<file path="src/rtl/display_page_sched.sv">
// Pump display sequencer: picks VOL/COST/ALARM page, converts the page value to
// six BCD digits with a serial double-dabble engine and drives the digit codes.
module display_page_sched #(
  parameter int DWELL_CYCLES   = 150_000_000,
  parameter int REFRESH_CYCLES = 5_000_000,
  parameter int BLINK_CYCLES   = 25_000_000
) (
  input  logic        clk,
  input  logic        rst,
  input  logic [19:0] vol_bin,
  input  logic [19:0] cost_bin,
  input  logic        pumping,
  input  logic        alarm_req,
  input  logic [3:0]  alarm_code,
  output logic [3:0]  bcd_HEX0,
  output logic [3:0]  bcd_HEX1,
  output logic [3:0]  bcd_HEX2,
  output logic [3:0]  bcd_HEX3,
  output logic [3:0]  bcd_HEX4,
  output logic [3:0]  bcd_HEX5,
  output logic [1:0]  page,
  output logic        busy
);
  localparam int DW = $clog2(DWELL_CYCLES);
  localparam int RW = $clog2(REFRESH_CYCLES);
  localparam int BW = $clog2(BLINK_CYCLES);
  localparam logic [1:0] PG_VOL = 2'd0, PG_COST = 2'd1, PG_ALARM = 2'd2;

  typedef enum logic [1:0] {S_IDLE, S_SHIFT, S_LATCH} state_t;

  state_t           r_state, w_state_nxt;
  logic             r_rot, r_first, r_busy, r_phase;
  logic [DW-1:0]    r_dwell;
  logic [RW-1:0]    r_ref;
  logic [BW-1:0]    r_bcnt;
  logic [4:0]       r_sh_cnt;
  logic [19:0]      r_bin;
  logic [23:0]      r_bcd;
  logic [1:0]       r_snap_page, r_page;
  logic [5:0][3:0]  r_dig, r_out;

  logic             w_tick, w_start, w_latch, w_lead;
  logic [1:0]       w_sel_page, w_pg_nxt;
  logic [19:0]      w_sel_val, w_sat;
  logic [23:0]      w_bcd_adj;
  logic [5:0][3:0]  w_dig_new, w_dig_nxt;

  // Rotation state is parked at VOL/0 whenever alarm or pumping overrides it.
  always_ff @(posedge clk) begin
    if (rst || alarm_req || pumping) begin
      r_rot   <= 1'b0;
      r_dwell <= '0;
    end else if (r_dwell == DW'(DWELL_CYCLES - 1)) begin
      r_rot   <= ~r_rot;
      r_dwell <= '0;
    end else begin
      r_dwell <= r_dwell + 1'b1;
    end
  end

  assign w_sel_page = alarm_req ? PG_ALARM : (pumping ? PG_VOL : {1'b0, r_rot});
  assign w_sel_val  = (w_sel_page == PG_VOL) ? vol_bin :
                      (w_sel_page == PG_COST) ? cost_bin : 20'd0;
  assign w_sat      = (w_sel_val > 20'd999_999) ? 20'd999_999 : w_sel_val;

  assign w_tick = (r_ref == RW'(REFRESH_CYCLES - 1));
  always_ff @(posedge clk) begin
    if (rst || w_tick) r_ref <= '0;
    else               r_ref <= r_ref + 1'b1;
  end

  always_comb begin
    w_state_nxt = r_state;
    w_start     = 1'b0;
    w_latch     = 1'b0;
    case (r_state)
      S_IDLE:  if (w_tick || r_first) begin
                 w_start     = 1'b1;
                 w_state_nxt = S_SHIFT;
               end
      S_SHIFT: if (r_sh_cnt == 5'd19) w_state_nxt = S_LATCH;
      S_LATCH: begin
                 w_latch     = 1'b1;
                 w_state_nxt = S_IDLE;
               end
      default: w_state_nxt = S_IDLE;
    endcase
  end

  always_comb begin
    w_bcd_adj = r_bcd;
    for (int i = 0; i < 6; i++)
      if (r_bcd[4*i +: 4] >= 4'd5) w_bcd_adj[4*i +: 4] = r_bcd[4*i +: 4] + 4'd3;
  end

  always_ff @(posedge clk) begin
    if (rst) begin
      r_state     <= S_IDLE;
      r_first     <= 1'b1;
      r_busy      <= 1'b0;
      r_sh_cnt    <= '0;
      r_bin       <= '0;
      r_bcd       <= '0;
      r_snap_page <= PG_VOL;
    end else begin
      r_state <= w_state_nxt;
      if (w_start) begin
        r_first     <= 1'b0;
        r_busy      <= 1'b1;
        r_snap_page <= w_sel_page;
        r_bin       <= w_sat;
        r_bcd       <= '0;
        r_sh_cnt    <= '0;
      end
      if (r_state == S_SHIFT) begin
        {r_bcd, r_bin} <= {w_bcd_adj[22:0], r_bin, 1'b0};
        r_sh_cnt       <= r_sh_cnt + 5'd1;
      end
      if (w_latch) r_busy <= 1'b0;
    end
  end

  // Blank every digit above the most significant nonzero one; HEX0 always shows.
  always_comb begin
    w_lead    = 1'b1;
    w_dig_new = '1;
    if (r_snap_page == PG_ALARM) begin
      w_dig_new[0] = alarm_code;
    end else begin
      for (int i = 5; i >= 1; i--) begin
        if (w_lead && r_bcd[4*i +: 4] == 4'd0) begin
          w_dig_new[i] = 4'hF;
        end else begin
          w_lead       = 1'b0;
          w_dig_new[i] = r_bcd[4*i +: 4];
        end
      end
      w_dig_new[0] = r_bcd[3:0];
    end
  end

  assign w_pg_nxt  = w_latch ? r_snap_page : r_page;
  assign w_dig_nxt = w_latch ? w_dig_new : r_dig;

  always_ff @(posedge clk) begin
    if (rst) begin
      r_dig  <= '1;
      r_page <= PG_VOL;
      r_out  <= '1;
    end else begin
      r_dig  <= w_dig_nxt;
      r_page <= w_pg_nxt;
      r_out  <= (w_pg_nxt == PG_ALARM && r_phase) ? '1 : w_dig_nxt;
    end
  end

  always_ff @(posedge clk) begin
    if (rst || r_page != PG_ALARM) begin
      r_bcnt  <= '0;
      r_phase <= 1'b0;
    end else if (r_bcnt == BW'(BLINK_CYCLES - 1)) begin
      r_bcnt  <= '0;
      r_phase <= ~r_phase;
    end else begin
      r_bcnt  <= r_bcnt + 1'b1;
    end
  end

  assign bcd_HEX0 = r_out[0];
  assign bcd_HEX1 = r_out[1];
  assign bcd_HEX2 = r_out[2];
  assign bcd_HEX3 = r_out[3];
  assign bcd_HEX4 = r_out[4];
  assign bcd_HEX5 = r_out[5];
  assign page     = r_page;
  assign busy     = r_busy;
endmodule

</file>
<file path="config.mk">
export PLATFORM = sky130hd
export DESIGN_NAME = display_page_sched
export DESIGN_NICKNAME = d
export VERILOG_FILES = /design/src/rtl/display_page_sched.sv
export SDC_FILE = /design/constraint.sdc
export NUM_CORES = 1
export LEC_CHECK = 0
export CAP_MARGIN = 20
export CORE_MARGIN = 2
export CORE_UTILIZATION = 25
export DETAILED_ROUTE_END_ITERATION = 8
export PLACE_DENSITY = 0.48
export SYNTH_ARGS = -nofsm -noshare
export SYNTH_HDL_FRONTEND = slang
export SYNTH_SLANG_ARGS = --single-unit
</file>
<file path="constraint.sdc">
create_clock -name clk -period 2.39 [get_ports clk]
set_input_delay 0.3585 -clock clk [delete_from_list [all_inputs] [get_ports clk]]
set_output_delay 0.3585 -clock clk [all_outputs]
set_load 0.01 [all_outputs]
</file>
==> results by group, run 1 <==
Run status
  • Status: finished clean

Floorplanning
  • Initial core utilization: 0.254
  • Die Height: 183 µm
  • Cell row count: 65
  • Core ar.: 31500 µm²
  • Ports: 75
  • Die area: 33400 µm²
  • Overall die width: 183 µm

Place
  • Gpl congestion: 0.751
  • I/O Buffers: 74
  • Post-Place Cells: 1393
  • Detailed placer's ending HPWL: 13.5 mm
  • Place WS: -143 ps

Yosys
  • Synth cell types: 57
  • Number of synthesized flops with an enable pin: 0
  • Ys async rst share: 0
  • Cells after Synth: 909
  • Syn_nets: 977
  • Yosys reg bits: 183
  • Average footprint of a synthesized cell: 8.79 µm²
  • Register area share after synthesis: 0.459
  • Mapped cell area: 7990 µm²
  • Most used flip-flop cell after synthesis: dfxtp_1
  • Yosys warnings: 0

Worst setup path
  • Crit path largest cell delay: 530 ps
  • Crit. End Element: flop
  • Critical Path Start: r_ref[16]
  • RR Startpoint: r_ref[16]
  • CP required: 2680 ps
  • CP Capture Point: r_bin[3]
  • Worst EP arrival: 2600 ps
  • Critical Setup Path Class: flop to flop
  • Slowest CP cell: or4b_4
  • Startpoint Class: flop
  • Worst reg2reg path depth: 6
  • Reg-to-reg slack, setup: 80 ps
  • Crit path cell chain: or4b_4 > or4_4 > o21a_4 > buf_6 > a222oi_1 > a211oi_1
  • Worst-path fanout max: 8
  • RR Endpoint: r_bin[3]

Detailed routing
  • Number of remaining DRC errors: 0
  • Pre-antenna DRT Iters: 7
  • Initial DRC count: 462
  • Post-route ant nets: 0
  • DRT Wirelength: 19.2 mm
  • Vias: 6697
  • Vias/cell: 4.69
  • Drt wl/cell: 13.4 µm

STA
  • Worst-Margin Slew: 899 ps
  • RSZ-0062 raised after global routing: yes
  • Min Clock Period, post-route: 2310 ps
  • Fmax: 433 MHz
  • Clk_skew: 14.3 ps
  • Setup violators final: 0
  • Crit share post-route: 0.966
  • Hold Violations, Final: 0
  • Final number of max-transition violations: 0
  • Setup ws final: 80.2 ps
  • Rel. slew slack: 0.398

Power and ir drop
  • Pwr per Cell Area: 631 nW/µm²
  • Clk network pwr share: 0.450
  • Peak supply drop: 0.500 mV
  • Psw: 1540 µW
  • Comb power frac: 0.066
  • Sw Ratio: 0.239
  • Static Leak: 0.00340 µW
  • Seq pwr share: 0.483
  • Internal: 4890 µW

Job
  • Max-Cap Viols: 0

Global routing
  • Vias in the first global route: 6298
  • Global-route wire length before repair: 32.4 mm
  • Largest net degree at the start of global routing: 31
  • Initial antenna violation count: 0
  • Aggregate global routing overflow: 0
  • GRT Total Usage: 0.120

Cells and area
  • N_diodes: 0
  • Layout area overhead: 27.6%
  • Non-filler instance count after layout: 1429
  • Layout cell share with drive strength beyond 1: 0.113
  • Most frequent cells in the layout: 180 x dfxtp_1, 114 x nand2_1, 109 x nor2_1, 74 x clkdlybuf4s50_1, 54 x xnor2_1
  • Final net count: 1082
  • Commonest non-fill, non-tap cell in the layout: dfxtp_1

CTS
  • CTS max path bufs: 2
  • # clock sinks: 183
  • Clock root cell: clkbuf_16
  • Clk slew on worst S/H paths: 70 ps
  • Worst-skew pair later-pin latency: 430 ps
  • TritonCTS clock tree: built
  • CTS Buf Count: 17
  • H-tree depth: 4

Min path
  • Worst hold path type: flop to flop
## power groups by stage
| stage | clock [µW] | sequential [µW] | combinational, µW |
|---|---|---|---|
| floorplan | 0 | 3170 | 201 |
| global placement | 0 | 3180 | 405 |
| detailed placement | 0 | 3180 | 404 |
| CTS | 3010 | 3100 | 409 |
| global route | 3130 | 3110 | 466 |
| finish | 2900 | 3110 | 426 |
## repair_timing
| action | CTS | global route |
|---|---|---|
| buffers inserted | 0 | 4 |
| pin swaps | 0 | 7 |
| hold buffers | 0 | 0 |
| setup endpoints to repair | 5 | 14 |
| cloned | 0 | 0 |
| resized for setup | 2 | 6 |
## per-stage QoR
step / hold slack [ps] / area (µm²) / util / setup TNS [ps] / power (µW)
4_1_cts: 449 / 10100 / 0.322 / 0 / 6530
5_1_grt: 475 / 10200 / 0.324 / -33.2 / 6710
3_3_place_gp: 427 / 9510 / 0.302 / -1410 / 3580
6_report: 443 / 10200 / 0.324 / 0 / 6430
2_1_floorplan: 413 / 7990 / - / 0 / 3370
3_5_place_dp: 432 / 9510 / 0.302 / -1770 / 3580
## worst min path at each step
stage                     from     endpoint  slack [ps]  cells past startpoint
finish              r_dwell[0]   r_dwell[0]         440                      1
global route        r_dwell[0]   r_dwell[0]         480                      1
CTS                 r_dwell[0]   r_dwell[0]         450                      1
detailed placement    r_dig[0]  bcd_HEX0[0]         430                      2
global placement    r_dwell[0]   r_dwell[0]         430                      1
floorplan           r_dwell[0]   r_dwell[0]         410                      1
## Yosys cell counts (2+ instances only)
library cell / instances / area share
dfxtp_1: 183 / 0.46
nand2_1: 114 / 0.054
nor2_1: 110 / 0.052
xnor2_1: 54 / 0.059
nand3_1: 36 / 0.023
clkbuf_1: 34 / 0.016
a21oi_1: 33 / 0.021
nor3_1: 31 / 0.019
o22ai_1: 30 / 0.023
inv_1: 27 / 0.013
xor2_1: 22 / 0.024
ha_1: 20 / 0.031
o21ai_0: 19 / 0.012
nand4_1: 17 / 0.013
nor4_1: 15 / 0.012
mux2i_1: 14 / 0.018
nor3b_1: 11 / 0.010
a222oi_1: 10 / 0.013
nand2b_1: 10 / 0.0078
a22oi_1: 8 / 0.0075
o32ai_1: 8 / 0.0088
and3_1: 7 / 0.0055
o31ai_1: 7 / 0.0066
or3_1: 7 / 0.0055
a211oi_1: 6 / 0.0056
a22o_1: 6 / 0.0066
mux2_2: 6 / 0.0085
a221oi_1: 5 / 0.0055
a32o_1: 5 / 0.0063
buf_2: 5 / 0.0031
and4_1: 4 / 0.0044
nor2b_1: 4 / 0.0031
nor4b_1: 4 / 0.0044
buf_1: 3 / 0.0014
buf_6: 3 / 0.0042
or2_2: 3 / 0.0023
a311oi_1: 2 / 0.0022
a31oi_1: 2 / 0.0016
and2_1: 2 / 0.0016
o211ai_1: 2 / 0.0019
o311ai_0: 2 / 0.0022
or4_1: 2 / 0.0019
or4b_1: 2 / 0.0025
## kinds of logic after synthesis
group / Yosys count / share of synthesized area
flip-flops: 183 / 0.459
AO/OA/AOI/OAI: 155 / 0.137
XOR/XNOR: 76 / 0.0833
adder cells (fa/ha/maj): 20 / 0.0313
AND/OR/NAND/NOR: 383 / 0.226
multiplexers: 20 / 0.0260
buffers and inverters: 72 / 0.0374
## layout make-up
cell class	instances	area, µm²
fill	3270	21300
clock buffer	18	439
inverter	27	101
clock inverter	14	160
tap	402	503
sequential	183	3670
multi-input combinational	654	4060
timing repair buffer	131	1260
## critical path: cells and delay by family, from the launching register on
family | cells | cell delay (ps)
and+or+nand+nor | 2 | 1060
buffers and inverters | 1 | 130
AOI/OAI and AO/OA | 3 | 670
DFF | 1 | 320
## state kept, by name, indices dropped and copies added, names as in the netlist
signal       count
r_sh_cnt         5
bcd_HEX3         4
r_first          1
r_phase          1
r_state          2
r_snap_page      2
bcd_HEX4         4
r_rot            1
bcd_HEX5         4
bcd_HEX0         4
r_bin           20
r_dig           24
bcd_HEX2         4
r_bcnt          25
page             2
r_dwell         28
busy             1
r_bcd           24
bcd_HEX1         4
r_ref           23
## layer usage
metal / part of all wire / up-vias / GRT usage
li1: - / 3431 / -
met1: 0.51 / 3118 / 0.166
met2: 0.45 / 138 / 0.188
met3: 0.034 / 10 / 0.0238
met4: 0.011 / 0 / 0.0355
met5: 0 / - / 0
Note: power is estimated with default switching activity, not from simulation.
==> run 2, diff against run 1 <==
- CTS_BUF_LIST: not set -> sky130_fd_sc_hd__clkbuf_8
==> results by group, run 2 (synthesized netlist as in run 1, its figures left out) <==
Detailed routing
  • Drt wl/cell: 13.5 µm (was 13.4 µm)
  • Number of remaining DRC errors: 0 (unchanged)
  • Initial DRC count: 430 (was 462)
  • DRT Wirelength: 19.3 mm (was 19.2 mm)
  • Post-route ant nets: 0 (unchanged)
  • Pre-antenna DRT Iters: 8 (was 7)
  • Vias/cell: 4.66 (was 4.69)
  • Vias: 6663 (was 6697)

CTS
  • H-tree depth: 4 (unchanged)
  • # clock sinks: 183 (unchanged)
  • Worst-skew pair later-pin latency: 480 ps (was 430 ps)
  • TritonCTS clock tree: built (unchanged)
  • CTS Buf Count: 17 (unchanged)
  • # hold bufs at CTS: 0 (unchanged)
  • CTS max path bufs: 2 (unchanged)
  • Clock root cell: clkbuf_8 (was clkbuf_16)
  • Clk slew on worst S/H paths: 100 ps (was 70 ps)

Worst setup path
  • RR Startpoint: r_ref[16] (unchanged)
  • Reg-to-reg slack, setup: 70 ps (was 80 ps)
  • Crit path cell chain: or4b_4 > or4_4 > o21a_4 > buf_6 > a222oi_1 > a211oi_1 (unchanged)
  • Worst reg2reg path depth: 6 (unchanged)
  • Worst EP arrival: 2660 ps (was 2600 ps)
  • Critical Path Start: r_ref[16] (unchanged)
  • Critical Setup Path Class: flop to flop (unchanged)
  • Slowest CP cell: or4_4 (was or4b_4)
  • CP required: 2740 ps (was 2680 ps)
  • CP Buf/Inv Count: 1 (unchanged)
  • Crit path largest cell delay: 540 ps (was 530 ps)
  • Worst-path fanout max: 8 (unchanged)
  • Startpoint Class: flop (unchanged)
  • RR Endpoint: r_bin[3] (unchanged)
  • Crit. End Element: flop (unchanged)
  • Crit path max-delay family: simple AND/OR/NAND/NOR gates (unchanged)

Power and ir drop
  • Overall power: 5740 µW (was 6430 µW)
  • Static Leak: 0.00331 µW (was 0.00340 µW)
  • Peak supply drop: 0.348 mV (was 0.500 mV)
  • Pwr per Cell Area: 574 nW/µm² (was 631 nW/µm²)

Min path
  • Hold Path Depth: 1 (unchanged)
  • Worst hold path type: flop to flop (unchanged)
  • Min-delay src: r_dwell[0] (unchanged)
  • Hold Path Sink: r_dwell[0] (unchanged)

STA
  • Fmax: 431 MHz (was 433 MHz)
  • Hold Violations, Final: 0 (unchanged)
  • Min Clock Period, post-route: 2320 ps (was 2310 ps)
  • Setup ws final: 71.2 ps (was 80.2 ps)
  • Setup violators final: 0 (unchanged)
  • Rel. slew slack: 0.374 (was 0.398)
  • Clk_skew: 24.6 ps (was 14.3 ps)
  • Final number of max-transition violations: 0 (unchanged)
  • Worst-Margin Slew: 935 ps (was 899 ps)
  • Crit share post-route: 0.970 (was 0.966)
  • RSZ-0062 raised after global routing: yes (unchanged)

Floorplanning
  • Overall die width: 183 µm (unchanged)
  • Die area: 33400 µm² (unchanged)
  • Core ar.: 31500 µm² (unchanged)
  • Ports: 75 (unchanged)
  • Die Height: 183 µm (unchanged)
  • Cell row count: 65 (unchanged)
  • Initial core utilization: 0.254 (unchanged)

Cells and area
  • Commonest non-fill, non-tap cell in the layout: dfxtp_1 (unchanged)
  • Largest register FFs: 28 (unchanged)
  • N_diodes: 0 (unchanged)
  • Most frequent cells in the layout: 180 x dfxtp_1, 114 x nand2_1, 109 x nor2_1, 74 x clkdlybuf4s50_1, 54 x xnor2_1 (unchanged)
  • Final net count: 1082 (unchanged)
  • Layout cell share with drive strength beyond 1: 0.113 (unchanged)
  • Largest regs: r_dwell (28), r_bcnt (25) (unchanged)
  • Top reg by flops: r_dwell (unchanged)
  • Layout area overhead: 25.2% (was 27.6%)

Global routing
  • Largest net degree at the start of global routing: 31 (unchanged)
  • Aggregate global routing overflow: 0 (unchanged)
  • GRT Total Usage: 0.120 (about the same)
  • Vias in the first global route: 6323 (was 6298)
  • Initial antenna violation count: 0 (unchanged)
  • Global-route wire length before repair: 32.5 mm (was 32.4 mm)

Place
  • Gpl congestion: 0.751 (unchanged)
  • Detailed placer's ending HPWL: 13.5 mm (unchanged)
  • Place WS: -143 ps (unchanged)
  • I/O Buffers: 74 (unchanged)

Run status
  • Status: finished clean (unchanged)

Job
  • Max-Cap Viols: 0 (unchanged)
==> run 2: per-stage QoR <==
stage	utilization	cells	area (µm²)	TNS (ps)	hold WS [ps]
final	0.318	1429	10000	0	447
after detailed placement	0.302	1393	9510	-1770	432
after floorplan	-	909	7990	0	413
after global routing	0.318	1429	10000	-69.1	483
after global placement	0.302	1393	9510	-1410	427
after CTS	0.316	1425	9930	0	453
==> run 2: worst max-delay path by stage <==
stage	slack (ps)	cells after the start	endpoint
3_5_place_dp	-140	6	r_bin[11]
6_report	70	6	r_bin[3]
4_1_cts	20	6	r_bin[5]
2_1_floorplan	130	7	r_bin[1]
3_3_place_gp	-110	9	r_bin[6]
5_1_grt	-30	6	r_bin[9]
==> run 2: timing repair <==
item                                    in CTS  in global routing
resized for setup                            2                  6
pin swaps                                    0                  7
endpoints found under the setup margin       6                 14
setup buffers                                0                  4
endpoints found under the hold margin        0                  0
==> run 2: final cells by class <==
class	count	area [µm²]
clock buffers	18	248
clock inverters	14	160
multi-input cells	654	4060
inverters	27	101
repair buffers	131	1260
well taps	402	503
fillers	3296	21500
flip-flops and latches	183	3670
==> run 2: metal layers <==
| metal | vias to the layer above | part of all wire | track usage |
|---|---|---|---|
| li1 | 3424 | - | - |
| met2 | 106 | 0.44 | 0.189 |
| met4 | 0 | 0.013 | 0.0390 |
| met5 | - | 0 | 0 |
| met3 | 12 | 0.029 | 0.0234 |
| met1 | 3121 | 0.51 | 0.166 |
==> run 2: power by group <==
group	total, µW	switching, µW	internal (µW)
Combinational	426	212	213
Clock	2210	1230	986
Sequential	3110	27.3	3080
Total	5740	1470	4280
==> run 3, diff against run 2 <==
- CTS_CLUSTER_SIZE: not set -> 14
==> results of run 3 <==
Final layout, timing and power as in run 2 (identical DEF).
